File: config.mk
export PLATFORM = sky130hd
export DESIGN_NAME = decoder_n_seq
export DESIGN_NICKNAME = d
export VERILOG_FILES = /design/src/rtl/decoder_n_seq.sv
export SDC_FILE = /design/constraint.sdc
export NUM_CORES = 1
export LEC_CHECK = 0
export CORE_UTILIZATION = 46
export CTS_CLUSTER_SIZE = 40
export DETAILED_ROUTE_END_ITERATION = 6
export PLACE_DENSITY = 0.78
export SETUP_SLACK_MARGIN = 0.3
export SYNTH_ARGS = -nofsm -noshare
export SYNTH_HDL_FRONTEND = slang
export SYNTH_SLANG_ARGS = --single-unit
export TNS_END_PERCENT = 30
File: constraint.sdc
create_clock -name clk -period 1.9 [get_ports clk]
set_input_delay 0.285 -clock clk [delete_from_list [all_inputs] [get_ports clk]]
set_output_delay 0.285 -clock clk [all_outputs]
set_load 0.05 [all_outputs]
File: src/rtl/decoder_n_seq.sv
// Registered N-to-2^N one-hot decoder with DIRECT and SWEEP modes.
// Optional sel parity checking: define DECODER_N_SEQ_PARITY_EN.
module decoder_n_seq #(
    parameter int N       = 2,
    parameter int DWELL_W = 4
) (
    input  logic               clk,
    input  logic               rst,
    input  logic               en,
    input  logic               mode,
    input  logic               in_valid,
    output logic               in_ready,
    input  logic [N-1:0]       sel,
    input  logic               sel_par,
    input  logic [DWELL_W-1:0] dwell,
    output logic [2**N-1:0]    Y,
    output logic               out_valid,
    output logic               busy,
    output logic               err
);

    localparam int W = 2**N;

    typedef enum logic {IDLE, SWEEP} state_t;

    state_t             state, state_n;
    logic [W-1:0]       y_n;
    logic               ov_n;
    logic [N-1:0]       ptr, ptr_n;
    logic [N-1:0]       steps, steps_n;
    logic [DWELL_W-1:0] cnt, cnt_n;
    logic [DWELL_W-1:0] dw, dw_n;
    logic               accept;
    logic               bad;
    logic               drop;

    assign in_ready = en && (state == IDLE);
    assign accept   = in_valid && in_ready;
    assign busy     = (state == SWEEP);

`ifdef DECODER_N_SEQ_PARITY_EN
    assign bad = ^{sel, sel_par};
`else
    logic unused_par;
    assign unused_par = sel_par;
    assign bad        = 1'b0;
`endif

    // A bad-parity request still completes the handshake, then vanishes
    assign drop = accept && bad;

    always_ff @(posedge clk or posedge rst) begin
        if (rst) begin
            state     <= IDLE;
            Y         <= '0;
            out_valid <= 1'b0;
            ptr       <= '0;
            steps     <= '0;
            cnt       <= '0;
            dw        <= '0;
        end else begin
            state     <= state_n;
            Y         <= y_n;
            out_valid <= ov_n;
            ptr       <= ptr_n;
            steps     <= steps_n;
            cnt       <= cnt_n;
            dw        <= dw_n;
        end
    end

    always_comb begin
        state_n = state;
        y_n     = Y;
        ov_n    = 1'b0;
        ptr_n   = ptr;
        steps_n = steps;
        cnt_n   = cnt;
        dw_n    = dw;
        if (!en) begin
            state_n = IDLE;
            y_n     = '0;
            ptr_n   = '0;
            steps_n = '0;
            cnt_n   = '0;
            dw_n    = '0;
        end else begin
            unique case (state)
                IDLE: begin
                    if (accept && !drop) begin
                        y_n  = W'(1) << sel;
                        ov_n = 1'b1;
                        if (mode) begin
                            state_n = SWEEP;
                            ptr_n   = sel;
                            dw_n    = dwell;
                            cnt_n   = '0;
                            steps_n = '0;
                        end
                    end
                end
                SWEEP: begin
                    if (cnt == dw) begin
                        cnt_n = '0;
                        // steps counts codes already finished; all-ones means the last one
                        if (steps == {N{1'b1}}) begin
                            state_n = IDLE;
                            y_n     = '0;
                            ptr_n   = '0;
                            steps_n = '0;
                            dw_n    = '0;
                        end else begin
                            ptr_n   = ptr + N'(1);
                            steps_n = steps + N'(1);
                            y_n     = W'(1) << ptr_n;
                            ov_n    = 1'b1;
                        end
                    end else begin
                        cnt_n = cnt + DWELL_W'(1);
                    end
                end
                default: state_n = IDLE;
            endcase
        end
    end

`ifdef DECODER_N_SEQ_PARITY_EN
    logic err_q;

    always_ff @(posedge clk or posedge rst) begin
        if (rst) begin
            err_q <= 1'b0;
        end else if (drop) begin
            err_q <= 1'b1;
        end
    end

    assign err = err_q;
`else
    assign err = 1'b0;
`endif

endmodule

==> metrics.txt <==
# DRC=0; clk_lat worst skew=0.29 ns; CTS H-tree depth=1; commonest non-fill, non-tap cell in the layout=dfrtp_1; Starting Density=49.08%; Layout area overhead=26.26%; post-route setup slack=0.2669 ns; hold buffers post-CTS=0; post-synthesis sequential area ratio=41.10%; final setup vio count=0; DIE AREA=2582 sq um; drt first pass iters=4; critical path peak fanout=10; worst r2r dst=steps[0]; first-pass GRT wire length=3905 um; clock sinks=18; # IOs=20; Post-synth EDFFs=0; pins over their slew limit=0; Worst EP arrival=1.83 ns; Power Density=685.4 nW/um^2; Tot Pwr=0.0009484 W; Startpoint Class=register; largest net degree at the start of global routing=19; Clock Skews=0.001009 ns; Max Cap Viol=0; nets@finish=152; flops & latches, synth=18; final wirelength=2290 um; placement row count=17; vias per cell=5.590; Slew headroom=66.72%; Core ar.=2233 sq um; Crit path required time=2.09 ns; Mapped Nets=130; Worst-Margin Slew=0.4984 ns; Synth async-reset ratio=100.0%; grt total ovfl=0; final hold viol count=0; Post-synth top flop=dfrtp_1; WL/cell=14.22 um; dpl ws=0.2046 ns; Fillers=179; CTS tree=done; CTS root buf=clkbuf_4; post-route ant nets=0; Cell Count, Final, Fillers Out=161; Detailed Place HPWL=1687 um; period utilisation layout=85.95%; fraction of layout cells with a size suffix above 1=14.29%; width of the die=50.82 um; worst reg-to-reg setup slack=0.27 ns; Pleak=0.6727 nW; Clock Tree Buf Depth=2; unrepaired setup endpoints after global routing=yes; Syn Area/Cell=9.786 sq um; Setup TNS Final=0 ns; port bufs=17; DR vias=900; initial antenna violation count=0; maximum VDD drop=0.5107 mV; GPL Wtd Cong=0.8563; Placed Cells=156; R2R depth=4; Mapped Area=1096 sq um; status=finished, final reports clean; Synth Warn #=0; fmax=612.3 MHz; Worst-path clk slew=0.11 ns; die height=50.82 um; Netlist cell types=29; most frequent cells in the layout=dfrtp_1, nor2b_1, mux2i_1, clkdlybuf4s50_1, o21ai_0; Setup CP Type=reg2reg; Initial DRC Count=24; GRT Total Usage=20.35%; Mapped Cells=112; Setup crit end kind=register; Num CTS Buffers=3; vias in the first global route=901; diode count=0; launching point of the worst reg2reg path=cnt[2]; Period minus WS final=1.633 ns; worst min-delay path class=in2async
-- kinds of logic after synthesis --
family	synth area share, %
adders and majority gates	6.849
other	0.3421
and+or+nand+nor	18.27
buffers and inverters	4.566
xor gates and xnor gates	3.882
muxes	8.220
DFF	41.10
AOI/OAI and AO/OA	16.78
-- timing repair --
action | in CTS | in global routing
setup buffers | 0 | 1
setup endpoints to repair | 8 | 14
gates resized for setup | 2 | 4
cloned | 0 | 0
-- state kept, by name (all words and copies together), names as in the netlist --
| name | cells |
|---|---|
| out_valid | 1 |
| busy | 1 |
| steps | 2 |
| Y | 4 |
| dw | 4 |
| ptr | 2 |
| cnt | 4 |
-- power by group --
| part | internal [W] | total (W) | leakage (nW) | switching [W] |
|---|---|---|---|---|
| Combinational | 0.000117 | 0.000276 | 0.410 | 0.000158 |
| Clock | 0.000117 | 0.000242 | 0.0210 | 0.000125 |
| Sequential | 0.000409 | 0.000431 | 0.242 | 0.0000221 |
| Total | 0.000643 | 0.000948 | 0.673 | 0.000305 |
-- final cells by class --
type,instances,area (sq um),share of cell area [%]
multi-input combinational,82,608.1,43.94
sequential,18,451.7,32.64
timing repair buffer,22,222.7,16.09
clock buffer,4,36.28,2.622
tap,28,35.03,2.532
inverter,7,30.03,2.170
-- cell usage after synthesis (all sizes together) (4+ instances only) --
| cell | number | area (sq um) |
|---|---|---|
| a22oi | 4 | 30.03 |
| dfrtp | 18 | 450.4 |
| ha | 6 | 75.07 |
| inv | 7 | 26.28 |
| mux2i | 9 | 90.09 |
| nand2 | 7 | 26.28 |
| nand3 | 6 | 30.03 |
| nor2 | 5 | 18.77 |
| nor2b | 10 | 62.56 |
| o21ai | 9 | 45.04 |
| o22ai | 4 | 25.02 |
| xnor2 | 4 | 42.55 |
-- how the worst max path moves through the flow --
stage / startpoint / end / slack (ns) / cells past startpoint
global placement: en / dw[2] / 0.22 / 6
floorplan: busy / cnt[3] / 0.30 / 6
detailed placement: en / dw[2] / 0.20 / 6
finish: cnt[2] / steps[0] / 0.27 / 4
CTS: Y[1] / Y[1] / 0.12 / 1
global route: cnt[2] / steps[0] / 0.18 / 4
-- metal layers --
metal | vias up | GRT usage [%] | part of all wire (%)
li1 | 435 | - | -
met1 | 432 | 26.78 | 46
met2 | 27 | 31.78 | 48
met3 | 6 | 2.083 | 4.7
met4 | 0 | 13.43 | 1.9
met5 | - | 0 | 0
-- critical path, cell delays in order, from the launching register on --
cell and delay (ns):
dfrtp_1 0.45, xnor2_1 0.27, nand4_4 0.25, a31o_4 0.34
a22o_1 0.23
-- metrics by stage --
step           hold WS, ns  instance area (sq um)  utilization [%]
2_1_floorplan       0.2235                   1120                -
3_3_place_gp        0.4881                   1333            59.66
3_5_place_dp        0.4975                   1333            59.66
4_1_cts             0.3111                   1366            61.18
5_1_grt             0.3326                   1384            61.96
6_report            0.3005                   1384            61.96
(Power assumes the default switching activity.)
==> edit (same flow settings) <==
Change the parameter `N` from 2 to 4. Comments in the files are not updated.
--- a/src/rtl/decoder_n_seq.sv
+++ b/src/rtl/decoder_n_seq.sv
@@ -1,7 +1,7 @@
 // Registered N-to-2^N one-hot decoder with DIRECT and SWEEP modes.
 // Optional sel parity checking: define DECODER_N_SEQ_PARITY_EN.
 module decoder_n_seq #(
-    parameter int N       = 2,
+    parameter int N       = 4,
     parameter int DWELL_W = 4
 ) (
     input  logic               clk,
Ports: changed (resized Y and sel); port bits go from 20 to 34. The function was not compared with the original's and may differ.
==> edit against the original RTL <==
  * Routed wire length increased by 83%
  * Synthesized area increased by 66%
  * Design area increased by 79%
  * First-iteration DRC count increased to 2.9 times the old value
  * Setup slack got worse by 0.18 ns
  * Sequential cell count increased by 16
  * Global-route usage increased by 3.0 points
  * Sequential share of layout area increased by 1.8 points
  * Clock power increased by 130%
  * Largest power group unchanged
  * Largest cell class unchanged
  * Power increased by 120%
==> edit: results (changes against the original RTL) <==
XOR/XNOR Fraction of Synth Area -> 0.04339 (+0.004576)
Leakage -> 1.111 nW (+65%)
VDD IR max -> 0.0004377 V (-14%)
Reg clk slew, reported paths -> 0.07 ns (-0.04 ns)
Crit path DAT -> 1.98 ns (+0.15 ns)
Filler cells -> 276 (+54%)
Vias in the first global route -> 1555 (+73%)
I/O Buffers -> 31 (+14)
Cells after Synth -> 164 (+46%)
Pre-CTS setup slack -> -0.05124 ns (-0.2559 ns)
CP max-delay cell -> dfrtp_1
TritonCTS buffer count -> 5 (+2)
Yosys cell types -> 43 (+48%)
Outcome -> finished, final reports clean
Mux share of post-synthesis cell area -> 0.05992 (-0.02227)
GRT overflow -> 0 (unchanged)
Vias per inst -> 5.802 (+3.8%)
Post-synthesis sequential area ratio -> 0.4683 (+0.05736)
GPL Wtd Cong -> 0.8296 (-3.1%)
Max stage delay on crit path -> 0.41 ns (-0.04 ns)
Clk_skew -> 0.004047 ns (+0.003038 ns)
Post-synth top cells -> dfrtp_1, a22o_1, nand2_1
Asr flop ratio synth -> 1.000 (unchanged)
Final wirelength -> 4190 um (+83%)
Post-DP Area -> 2226 um^2 (+67%)
Final nets -> 230 (+51%)
H-tree levels -> 2 (+1)
Delay-heaviest family, CP -> simple AND/OR/NAND/NOR gates
Clock buffer depth -> 2 (unchanged)
Max_slew headroom -> 0.6677 (about the same)
Switching share of power -> 0.3496 (+0.02748)
Global-route wire length before repair -> 7472 um (+91%)
Synth top area cells -> dfrtp_1, a22o_1, ha_1
Clock share of power -> 0.266 (+0.011)
Largest net degree at the start of global routing -> 35 (+16)
WL/cell -> 16.24 um (+14%)
Synth Net Count -> 185 (+42%)
Hold Path Class -> in2async
Layout cells sized above 1 -> 0.2571 (+0.1143)
Area share of fa/ha/maj cells after synthesis -> 0.04821 (-0.02028)
Final HPWL DP -> 3028 um (+80%)
Synth Area in Compound Gates -> 0.2073 (+0.03949)
Placed cells -> 245 (+57%)
# diodes -> 0 (unchanged)
Total track usage -> 0.2330 (+0.02957)
Biggest register -> Y
Critical Path Fanout Max -> 5 (-5)
Initial drt markers -> 70 (+190%)
Clock Tree Root -> clkbuf_8
Clock Latency Late Sink -> 0.29 ns (about the same)
## edit: repair_timing
action / in CTS / in global routing
pin swaps: 9 / 4
gates cloned: 1 / 0
endpoints found under the setup margin: 46 / 51
gates resized for setup: 16 / 9
setup buffers: 3 / 1
endpoints found under the hold margin: 0 / 0
## edit: per-layer routing
layer | GRT usage | part of all wire | up-vias
li1 | - | - | 706
met1 | 0.2910 | 0.44 | 749
met2 | 0.3932 | 0.51 | 33
met3 | 0.05810 | 0.034 | 9
met4 | 0.06944 | 0.015 | 0
met5 | 0 | 0 | -
## edit: cell families (layout without fill, tap and decap cells)
kind of cell | count (synthesis) | after routing
mux | 9 | 9
buf+inv | 14 | 59
other cells | 1 | 1
simple gates | 42 | 43
fa+ha+maj | 7 | 7
flops | 34 | 34
xor+xnor | 9 | 9
compound gates | 48 | 48
## edit: cell type report
class                      count  area, um^2  area share
multi-input combinational    117        1021      0.4123
sequential                    34       852.1      0.3441
timing repair buffer          45       429.2      0.1733
clock buffer                   7       86.33     0.03487
tap                           48       60.06     0.02425
inverter                       6       22.52    0.009096
clock inverter                 1       5.005    0.002021
## edit: worst paths after layout
check                           start    end  slack [ns]  cells past startpoint
worst max-delay path            dw[2]   Y[9]        0.09                      6
worst min-delay path              rst  Y[14]        0.39                      3
worst max register to register  dw[2]   Y[9]        0.09                      6
worst min register to register   Y[3]   Y[3]        0.49                      1
max in group asynchronous         rst   busy        1.19                      3
min in group clk                 Y[3]   Y[3]        0.49                      1
## edit: through the flow
| stage | TNS [ns] | total power (W) |
|---|---|---|
| finish | 0 | 0.002069 |
| global route | 0 | 0.002187 |
| CTS | 0 | 0.002052 |
| detailed placement | -0.1000 | 0.001453 |
| global placement | 0 | 0.001431 |
| floorplan | 0 | 0.001266 |
## edit: power groups by stage
stage	clock network (W)	registers, W	logic (W)
global placement	0	0.000851	0.000580
floorplan	0	0.000918	0.000348
detailed placement	0	0.000856	0.000597
finish	0.000550	0.000849	0.000670
CTS	0.000560	0.000846	0.000645
global route	0.000609	0.000858	0.000719
## edit: worst register-to-register path, stage by stage (launching register included)
cell and delay [ns]:
dfrtp_1 0.41, xor2_1 0.16, nor4_2 0.39, buf_4 0.20, nand2_4 0.05, and3_4 0.19, mux2_4 0.29
